**src/rtl/fp_addsub_pipe.sv**
```systemverilog
`default_nettype none
// ============================================================================
// Module   : fp_addsub_pipe
// Brief    : 3-stage IEEE-style floating-point adder/subtractor with
//            RNE/RTZ rounding, valid/ready handshakes and error reporting.
// Revision : 1.0 - initial release
// ============================================================================
module fp_addsub_pipe #(
    parameter int EXP_W = 8,
    parameter int SIG_W = 23
) (
    input  logic                     clk,
    input  logic                     rst,
    input  logic                     in_valid,
    output logic                     in_ready,
    input  logic                     opcode,
    input  logic                     sign1,
    input  logic                     sign2,
    input  logic [EXP_W-1:0]         exp1,
    input  logic [EXP_W-1:0]         exp2,
    input  logic [SIG_W-1:0]         sig1,
    input  logic [SIG_W-1:0]         sig2,
    input  logic                     rm,
    output logic                     out_valid,
    input  logic                     out_ready,
    output logic [EXP_W+SIG_W:0]     fp_out,
    output logic [2:0]               err_o
);

    localparam int FW   = 1 + EXP_W + SIG_W;
    localparam int M    = SIG_W + 1;          // significand incl. hidden bit
    localparam int AW   = M + 3;              // + guard, round, sticky
    localparam int SW   = AW + 1;             // + carry
    localparam int XW0  = EXP_W + 2;
    localparam int XW1  = $clog2(SW) + 1;
    localparam int XW   = (XW0 > XW1) ? XW0 : XW1;

    localparam logic [2:0] ERR_NONE  = 3'd0;
    localparam logic [2:0] ERR_OVF   = 3'd1;
    localparam logic [2:0] ERR_UNF   = 3'd2;
    localparam logic [2:0] ERR_INV   = 3'd3;

    localparam logic [XW-1:0] EMAX   = XW'((1 << EXP_W) - 1);
    localparam logic [XW-1:0] XONE   = XW'(1);

    logic w_adv;
    assign w_adv    = !out_valid || out_ready;
    assign in_ready = w_adv;

    // ---------------- Stage 1: classify, swap, align ----------------
    logic             w_s2e;
    logic             w_nan1, w_nan2, w_inf1, w_inf2;
    logic             w_swap;
    logic             w_sb;
    logic [EXP_W-1:0] w_exb, w_exs;
    logic [SIG_W-1:0] w_frb, w_frs;
    logic [M-1:0]     w_mb, w_ms;
    logic [XW-1:0]    w_eb, w_es, w_diff;
    logic [2*(M+2)-1:0] w_wide, w_shr;
    logic [AW-1:0]    w_small;
    logic             w_spec;
    logic [FW-1:0]    w_spec_val;
    logic [2:0]       w_spec_err;

    assign w_s2e  = sign2 ^ opcode;
    assign w_nan1 = (&exp1) && (|sig1);
    assign w_nan2 = (&exp2) && (|sig2);
    assign w_inf1 = (&exp1) && !(|sig1);
    assign w_inf2 = (&exp2) && !(|sig2);

    // Ordering by raw {exp, frac} is magnitude ordering, denormals included.
    assign w_swap = {exp2, sig2} > {exp1, sig1};
    assign w_sb   = w_swap ? w_s2e : sign1;
    assign w_exb  = w_swap ? exp2 : exp1;
    assign w_exs  = w_swap ? exp1 : exp2;
    assign w_frb  = w_swap ? sig2 : sig1;
    assign w_frs  = w_swap ? sig1 : sig2;
    assign w_mb   = {|w_exb, w_frb};
    assign w_ms   = {|w_exs, w_frs};
    assign w_eb   = (w_exb == '0) ? XONE : {{(XW-EXP_W){1'b0}}, w_exb};
    assign w_es   = (w_exs == '0) ? XONE : {{(XW-EXP_W){1'b0}}, w_exs};
    assign w_diff = w_eb - w_es;

    assign w_wide  = {w_ms, 2'b00, {(M+2){1'b0}}};
    assign w_shr   = w_wide >> w_diff;
    assign w_small = (w_diff >= XW'(M+2)) ? {{(M+2){1'b0}}, |w_ms}
                                          : {w_shr[2*(M+2)-1:M+2], |w_shr[M+1:0]};

    always_comb begin
        w_spec     = 1'b0;
        w_spec_val = '0;
        w_spec_err = ERR_NONE;
        if (w_nan1 || w_nan2 || (w_inf1 && w_inf2 && (sign1 != w_s2e))) begin
            w_spec     = 1'b1;
            w_spec_val = {1'b0, {EXP_W{1'b1}}, 1'b1, {(SIG_W-1){1'b0}}};
            w_spec_err = ERR_INV;
        end else if (w_inf1) begin
            w_spec     = 1'b1;
            w_spec_val = {sign1, {EXP_W{1'b1}}, {SIG_W{1'b0}}};
        end else if (w_inf2) begin
            w_spec     = 1'b1;
            w_spec_val = {w_s2e, {EXP_W{1'b1}}, {SIG_W{1'b0}}};
        end
    end

    logic             r1_valid, r1_spec, r1_sign, r1_sub, r1_rm;
    logic [FW-1:0]    r1_spec_val;
    logic [2:0]       r1_spec_err;
    logic [XW-1:0]    r1_exp;
    logic [AW-1:0]    r1_mb, r1_ms;

    // ---------------- Stage 2: significand add/subtract ----------------
    logic [SW-1:0]    w_sum;
    assign w_sum = r1_sub ? ({1'b0, r1_mb} - {1'b0, r1_ms})
                          : ({1'b0, r1_mb} + {1'b0, r1_ms});

    logic             r2_valid, r2_spec, r2_sign, r2_sub, r2_rm;
    logic [FW-1:0]    r2_spec_val;
    logic [2:0]       r2_spec_err;
    logic [XW-1:0]    r2_exp;
    logic [SW-1:0]    r2_sum;

    // ---------------- Stage 3: normalise, round, pack ----------------
    function automatic logic [XW-1:0] f_lzc(input logic [AW-1:0] v);
        logic [XW-1:0] n;
        logic          done;
        n    = '0;
        done = 1'b0;
        for (int i = AW - 1; i >= 0; i--) begin
            if (!done) begin
                if (v[i]) done = 1'b1;
                else      n    = n + XONE;
            end
        end
        return n;
    endfunction

    logic [XW-1:0] w_lz, w_sh, w_en, w_er;
    logic [AW-1:0] w_norm;
    logic [M-1:0]  w_mant;
    logic [M:0]    w_rnd;
    logic          w_g, w_st, w_inexact, w_inc, w_hid, w_zero, w_ovf;
    logic [SIG_W-1:0] w_frac;
    logic [FW-1:0] w_res;
    logic [2:0]    w_err;

    assign w_lz = f_lzc(r2_sum[AW-1:0]);

    always_comb begin
        w_sh   = '0;
        w_norm = '0;
        w_en   = '0;
        if (r2_sum[SW-1]) begin
            w_norm = {r2_sum[SW-1:2], r2_sum[1] | r2_sum[0]};
            w_en   = r2_exp + XONE;
        end else begin
            // Normalisation stops at exponent 1, leaving a denormal.
            w_sh   = (w_lz < r2_exp) ? w_lz : (r2_exp - XONE);
            w_norm = r2_sum[AW-1:0] << w_sh;
            w_en   = r2_exp - w_sh;
        end
    end

    assign w_mant    = w_norm[AW-1:3];
    assign w_g       = w_norm[2];
    assign w_st      = w_norm[1] | w_norm[0];
    assign w_inexact = w_g | w_st;
    assign w_inc     = !r2_rm && w_g && (w_st || w_mant[0]);
    assign w_rnd     = {1'b0, w_mant} + {{M{1'b0}}, w_inc};
    assign w_er      = w_rnd[M] ? (w_en + XONE) : w_en;
    assign w_hid     = w_rnd[M] | w_rnd[M-1];
    assign w_frac    = w_rnd[M] ? '0 : w_rnd[SIG_W-1:0];
    assign w_zero    = (r2_sum == '0);
    assign w_ovf     = (w_er >= EMAX);

    always_comb begin
        w_res = '0;
        w_err = ERR_NONE;
        if (r2_spec) begin
            w_res = r2_spec_val;
            w_err = r2_spec_err;
        end else if (w_zero) begin
            w_res = {r2_sign && !r2_sub, {(FW-1){1'b0}}};
        end else if (w_ovf) begin
            w_err = ERR_OVF;
            w_res = r2_rm ? {r2_sign, {(EXP_W-1){1'b1}}, 1'b0, {SIG_W{1'b1}}}
                          : {r2_sign, {EXP_W{1'b1}}, {SIG_W{1'b0}}};
        end else begin
            w_res = {r2_sign, (w_hid ? w_er[EXP_W-1:0] : {EXP_W{1'b0}}), w_frac};
            w_err = (!w_hid && w_inexact) ? ERR_UNF : ERR_NONE;
        end
    end

    // The whole pipe stalls together so in_ready is simply the advance term.
    always_ff @(posedge clk or posedge rst) begin
        if (rst) begin
            r1_valid    <= 1'b0;
            r1_spec     <= 1'b0;
            r1_spec_val <= '0;
            r1_spec_err <= ERR_NONE;
            r1_sign     <= 1'b0;
            r1_sub      <= 1'b0;
            r1_rm       <= 1'b0;
            r1_exp      <= '0;
            r1_mb       <= '0;
            r1_ms       <= '0;
            r2_valid    <= 1'b0;
            r2_spec     <= 1'b0;
            r2_spec_val <= '0;
            r2_spec_err <= ERR_NONE;
            r2_sign     <= 1'b0;
            r2_sub      <= 1'b0;
            r2_rm       <= 1'b0;
            r2_exp      <= '0;
            r2_sum      <= '0;
            out_valid   <= 1'b0;
            fp_out      <= '0;
            err_o       <= ERR_NONE;
        end else if (w_adv) begin
            r1_valid    <= in_valid;
            r1_spec     <= w_spec;
            r1_spec_val <= w_spec_val;
            r1_spec_err <= w_spec_err;
            r1_sign     <= w_sb;
            r1_sub      <= sign1 ^ w_s2e;
            r1_rm       <= rm;
            r1_exp      <= w_eb;
            r1_mb       <= {w_mb, 3'b000};
            r1_ms       <= w_small;
            r2_valid    <= r1_valid;
            r2_spec     <= r1_spec;
            r2_spec_val <= r1_spec_val;
            r2_spec_err <= r1_spec_err;
            r2_sign     <= r1_sign;
            r2_sub      <= r1_sub;
            r2_rm       <= r1_rm;
            r2_exp      <= r1_exp;
            r2_sum      <= w_sum;
            out_valid   <= r2_valid;
            fp_out      <= w_res;
            err_o       <= w_err;
        end
    end

endmodule
`default_nettype wire

```
**config.mk**
```make
export PLATFORM = sky130hd
export DESIGN_NAME = fp_addsub_pipe
export DESIGN_NICKNAME = d
export VERILOG_FILES = /design/src/rtl/fp_addsub_pipe.sv
export SDC_FILE = /design/constraint.sdc
export NUM_CORES = 1
export LEC_CHECK = 0
export BUFFER_PORTS_ARGS = -buffer_cell sky130_fd_sc_hd__buf_2
export CORE_MARGIN = 3
export CORE_UTILIZATION = 64
export DETAILED_ROUTE_END_ITERATION = 16
export PLACE_DENSITY = 0.83
export SLEW_MARGIN = 25
export SYNTH_ARGS = -nofsm -noshare
export SYNTH_HDL_FRONTEND = slang
export SYNTH_SLANG_ARGS = --single-unit
```
**constraint.sdc**
```tcl
create_clock -name clk -period 28.5 [get_ports clk]
set_input_delay 5.7 -clock clk [delete_from_list [all_inputs] [get_ports clk]]
set_output_delay 5.7 -clock clk [all_outputs]
set_load 0.05 [all_outputs]
```
==> tab_implementation.tex <==
\begin{tabular}{lr}
\hline
Metric & Value \\
\hline
\multicolumn{2}{l}{\textbf{Status}} \\
\quad Run status & complete, no violations \\
\multicolumn{2}{l}{\textbf{Critical path}} \\
\quad Type of element launching the critical path & flip-flop \\
\quad CP Max Fanout & 26 \\
\quad Crit end category & flip-flop \\
\quad CP Data Arrival Time & 24.13 ns \\
\quad Crit path top cell by count & sky130\_fd\_sc\_hd\_\_ha\_1 \\
\quad Max stage delay on crit path & 0.82 ns \\
\quad R2R setup slack & 4.72 ns \\
\quad Top delay family on crit path & adder cells \\
\quad Buffers and inverters on the worst path & 5 \\
\quad Critical Path RT & 28.85 ns \\
\quad Slowest stage cell on the critical path & sky130\_fd\_sc\_hd\_\_o31a\_1 \\
\quad Kind of critical path & reg2reg \\
\multicolumn{2}{l}{\textbf{STA}} \\
\quad Part of the cycle the worst path needs & 83.4\% \\
\quad Setup violation total in the final timing report & 0 \\
\quad Final critical-path required period & 23.78 ns \\
\quad Final worst-path setup slack & 4.72 ns \\
\quad Pin slew with the least headroom to its limit & 1.03 ns \\
\quad Final-layout setup total negative slack & 0 ns \\
\quad Final hold vios & 0 \\
\quad RSZ-0062 raised after global routing & no \\
\quad Max Freq & 0.0421 GHz \\
\quad Clock tree skew after final layout & 0.0139 ns \\
\quad Final slew viol count & 0 \\
\quad Final Hold Slack & 0.473 ns \\
\quad Worst rel slew slack & 30.8\% \\
\multicolumn{2}{l}{\textbf{Detailed routing}} \\
\quad Drt first pass iters & 7 \\
\quad Detailed Route Iter0 Violations & 2668 \\
\quad Via count & 21900 \\
\quad Drt via density & 6.96 \\
\quad Routed wire per std cell & 21.7 um \\
\quad Residual DRC & 0 \\
\quad Final ANT Viol Nets & 0 \\
\quad Final wirelength & 68300 um \\
\multicolumn{2}{l}{\textbf{Yosys}} \\
\quad Number of warnings reported in the yosys synthesis log & 0 \\
\quad Post-Syn Area per Cell & 7.34 sq um \\
\quad Post-synth EDFFs & 0 \\
\quad Top cell type by total area after synthesis & sky130\_fd\_sc\_hd\_\_dfrtp\_1 \\
\quad Post-Synthesis Net Count & 2929 \\
\quad Synth top area cells & sky130\_fd\_sc\_hd\_\_dfrtp\_1 (18\%), sky130\_fd\_sc\_hd\_\_ha\_1 (8.2\%), sky130\_fd\_sc\_hd\_\_mux2i\_1 (6.9\%), sky130\_fd\_sc\_hd\_\_nand2\_1 (6.5\%), sky130\_fd\_sc\_hd\_\_o21ai\_0 (4.9\%) \\
\quad Post-synthesis register bit count & 144 \\
\quad Most frequently used cell type in the post-synthesis netlist & sky130\_fd\_sc\_hd\_\_nand2\_1 \\
\quad Gate count after technology mapping & 2725 \\
\quad Post-synthesis cell type count & 118 \\
\quad Area fraction of the dominant cell type after synthesis & 18.0\% \\
\quad Sequential-to-total area share from yosys stat & 18.0\% \\
\quad Commonest cells post-synth & sky130\_fd\_sc\_hd\_\_nand2\_1 (348), sky130\_fd\_sc\_hd\_\_nor2\_1 (203), sky130\_fd\_sc\_hd\_\_o21ai\_0 (195), sky130\_fd\_sc\_hd\_\_a21oi\_1 (192), sky130\_fd\_sc\_hd\_\_inv\_1 (148) \\
\quad Combined area of all synthesized cells & 20000 sq um \\
\quad Async SR Flop Fraction & 100\% \\
\quad Most used flip-flop cell after synthesis & sky130\_fd\_sc\_hd\_\_dfrtp\_1 \\
\multicolumn{2}{l}{\textbf{Die}} \\
\quad Die boundary height & 183 um \\
\quad Count of boundary I/O pins & 107 \\
\quad Placeable core region & 30700 sq um \\
\quad Core Rows & 64 \\
\quad Die area & 33400 sq um \\
\quad Die X-Extent & 183 um \\
\quad Effective utilization at floorplan & 65.2\% \\
\multicolumn{2}{l}{\textbf{Cells and area}} \\
\quad Final cell area excluding filler cells & 21300 sq um \\
\quad Synthesis-to-finish area growth & 6.41\% \\
\quad Utilization after layout & 69.4\% \\
\quad Final cell count without fillers & 3141 \\
\quad Number of nets at the end of the flow & 2934 \\
\quad Proportion of layout cells with a drive suffix above 1 & 9.48\% \\
\multicolumn{2}{l}{\textbf{Global route}} \\
\quad Remaining global-route overflow & 0 \\
\quad Via count of the first global-routing pass & 20800 \\
\quad Global-route wire length before repair & 110000 um \\
\quad Antenna violations before repair & 0 \\
\quad Largest net degree at the start of global routing & 102 \\
\quad Total GRT Usage & 40.0\% \\
\multicolumn{2}{l}{\textbf{Flow run}} \\
\quad Number of max-capacitance violations reported & 0 \\
\multicolumn{2}{l}{\textbf{Clocking}} \\
\quad Maximum buffer depth of the clock tree & 2 \\
\quad Setup Buffers After CTS & 0 \\
\quad Clock-pin slew on the worst setup and hold paths & 0.07 ns \\
\quad Clock tree from TritonCTS & done \\
\quad Number of gates resized after CTS & 0 \\
\quad Worst skew pair latency & 0.45 ns \\
\quad Clock Sinks & 144 \\
\quad Total CTS buffers & 17 \\
\quad Htree depth & 4 \\
\quad Hold Buf Count CTS & 0 \\
\quad Clock root cell & sky130\_fd\_sc\_hd\_\_clkbuf\_16 \\
\multicolumn{2}{l}{\textbf{Place}} \\
\quad Placed standard-cell area & 20600 sq um \\
\quad Count of input and output buffers & 105 \\
\quad Final HPWL from detailed placement & 53000 um \\
\quad Number of placed cells counting well taps & 3107 \\
\quad Routability cong. & 1.09 \\
\quad Worst setup slack before clock tree synthesis & 5.13 ns \\
\multicolumn{2}{l}{\textbf{Pwr}} \\
\quad Post-layout power & 2.09 mW \\
\quad VDD IR max & 0.0887 mV \\
\quad Static power due to leakage & 8.95 nW \\
\quad P per Cell Area & 98.0 nW/um\^{}2 \\
\multicolumn{2}{l}{\textbf{Min path}} \\
\quad Hold/Removal Path Class & reg2reg \\
\hline
\end{tabular}
## final timing paths
path	to	start	cells after the start
setup / recovery	fp_out[21]	r2_sum[24]	101
min in group asynchronous	out_valid	rst	2
hold / removal	r1_valid	r1_valid	2
max in group asynchronous	r1_mb[16]	rst	3
setup reg to reg	fp_out[21]	r2_sum[24]	101
hold reg to reg	r1_valid	r1_valid	2
## worst register-to-register path, delay by kind of cell (launching register included)
kind,cells,cell delay (ns)
buffers and inverters,5,0.92
muxes,11,1.68
xor gates and xnor gates,2,0.46
AOI/OAI and AO/OA,32,7.09
DFF,1,0.53
adders and majority gates,24,7.54
and+or+nand+nor,27,5.46
## placed cells by master (no fill, tap or decap), types with 9 or more instances in the layout
cell type,synthesis,final
sky130_fd_sc_hd__mux2i_1,138,138
sky130_fd_sc_hd__o221ai_1,10,10
sky130_fd_sc_hd__a211oi_1,29,29
sky130_fd_sc_hd__nand4_1,56,56
sky130_fd_sc_hd__a32oi_1,21,21
sky130_fd_sc_hd__or3_1,26,26
sky130_fd_sc_hd__inv_1,148,147
sky130_fd_sc_hd__clkbuf_16,0,17
sky130_fd_sc_hd__and2_1,15,15
sky130_fd_sc_hd__nor3_1,77,75
sky130_fd_sc_hd__nand2b_1,34,34
sky130_fd_sc_hd__dfrtp_1,144,144
sky130_fd_sc_hd__o31ai_1,15,15
sky130_fd_sc_hd__buf_2,27,105
sky130_fd_sc_hd__nor2b_1,23,22
sky130_fd_sc_hd__o211ai_1,62,62
sky130_fd_sc_hd__o31a_1,9,9
sky130_fd_sc_hd__a221oi_1,10,10
sky130_fd_sc_hd__ha_1,131,131
sky130_fd_sc_hd__nor3b_1,9,9
sky130_fd_sc_hd__or4_1,9,9
sky130_fd_sc_hd__o21ai_0,195,194
sky130_fd_sc_hd__o21a_1,16,16
sky130_fd_sc_hd__and3_1,23,23
sky130_fd_sc_hd__xor2_1,46,46
sky130_fd_sc_hd__o21ai_1,10,11
sky130_fd_sc_hd__nand2_1,348,348
sky130_fd_sc_hd__mux2_2,18,18
sky130_fd_sc_hd__xnor2_1,90,88
sky130_fd_sc_hd__a31oi_1,21,21
sky130_fd_sc_hd__o22ai_1,29,29
sky130_fd_sc_hd__nand3_1,117,117
sky130_fd_sc_hd__buf_4,9,30
sky130_fd_sc_hd__nor2_1,203,203
sky130_fd_sc_hd__o21bai_1,28,28
sky130_fd_sc_hd__a21o_1,26,26
sky130_fd_sc_hd__a21oi_1,192,191
sky130_fd_sc_hd__nor4_1,48,46
## power breakdown
| part | total (mW) | switching [mW] | leakage [nW] | internal, mW |
|---|---|---|---|---|
| combinational | 1.44 | 0.951 | 6.87 | 0.493 |
| clock | 0.235 | 0.108 | 0.299 | 0.127 |
| sequential | 0.408 | 0.136 | 1.78 | 0.271 |
## final cells by class
cell class	count	area (sq um)
multi-input cells	2279	15200
diodes	2	5.00
well taps	396	495
flip-flops and latches	144	3600
repair buffers	135	751
clock buffers	17	425
inverters	153	579
fillers	2552	9380
clock inverters	15	194
## flip-flops by register name, summed over array words and instances (netlist names), 2 cells and up
name	cells
fp_out	32
r2_sum	28
r1_ms	27
r1_mb	24
r1_exp	8
r2_exp	8
err_o	2
r1_spec_val	2
## metal layers
layer	track usage [%]	vias to the layer above	part of all wire [%]
li1	-	10000	-
met5	0.857	-	0
met3	8.49	314	9.3
met1	50.0	10200	39
met2	66.3	1311	46
met4	18.6	0	5.3
## cell families (layout without fill, tap and decap cells)
group                      after synthesis  count (layout)  synth area share [%]
and+or+nand+nor                       1035            1035                  25.0
muxes                                  162             162                  8.36
DFF                                    144             144                  18.0
other                                    1               3                0.0187
adders and majority gates              137             137                  8.64
AOI/OAI and AO/OA                      795             795                  26.3
buffers and inverters                  302             320                  6.19
xor gates and xnor gates               149             149                  7.41
Power figures use the tool's default switching activity.
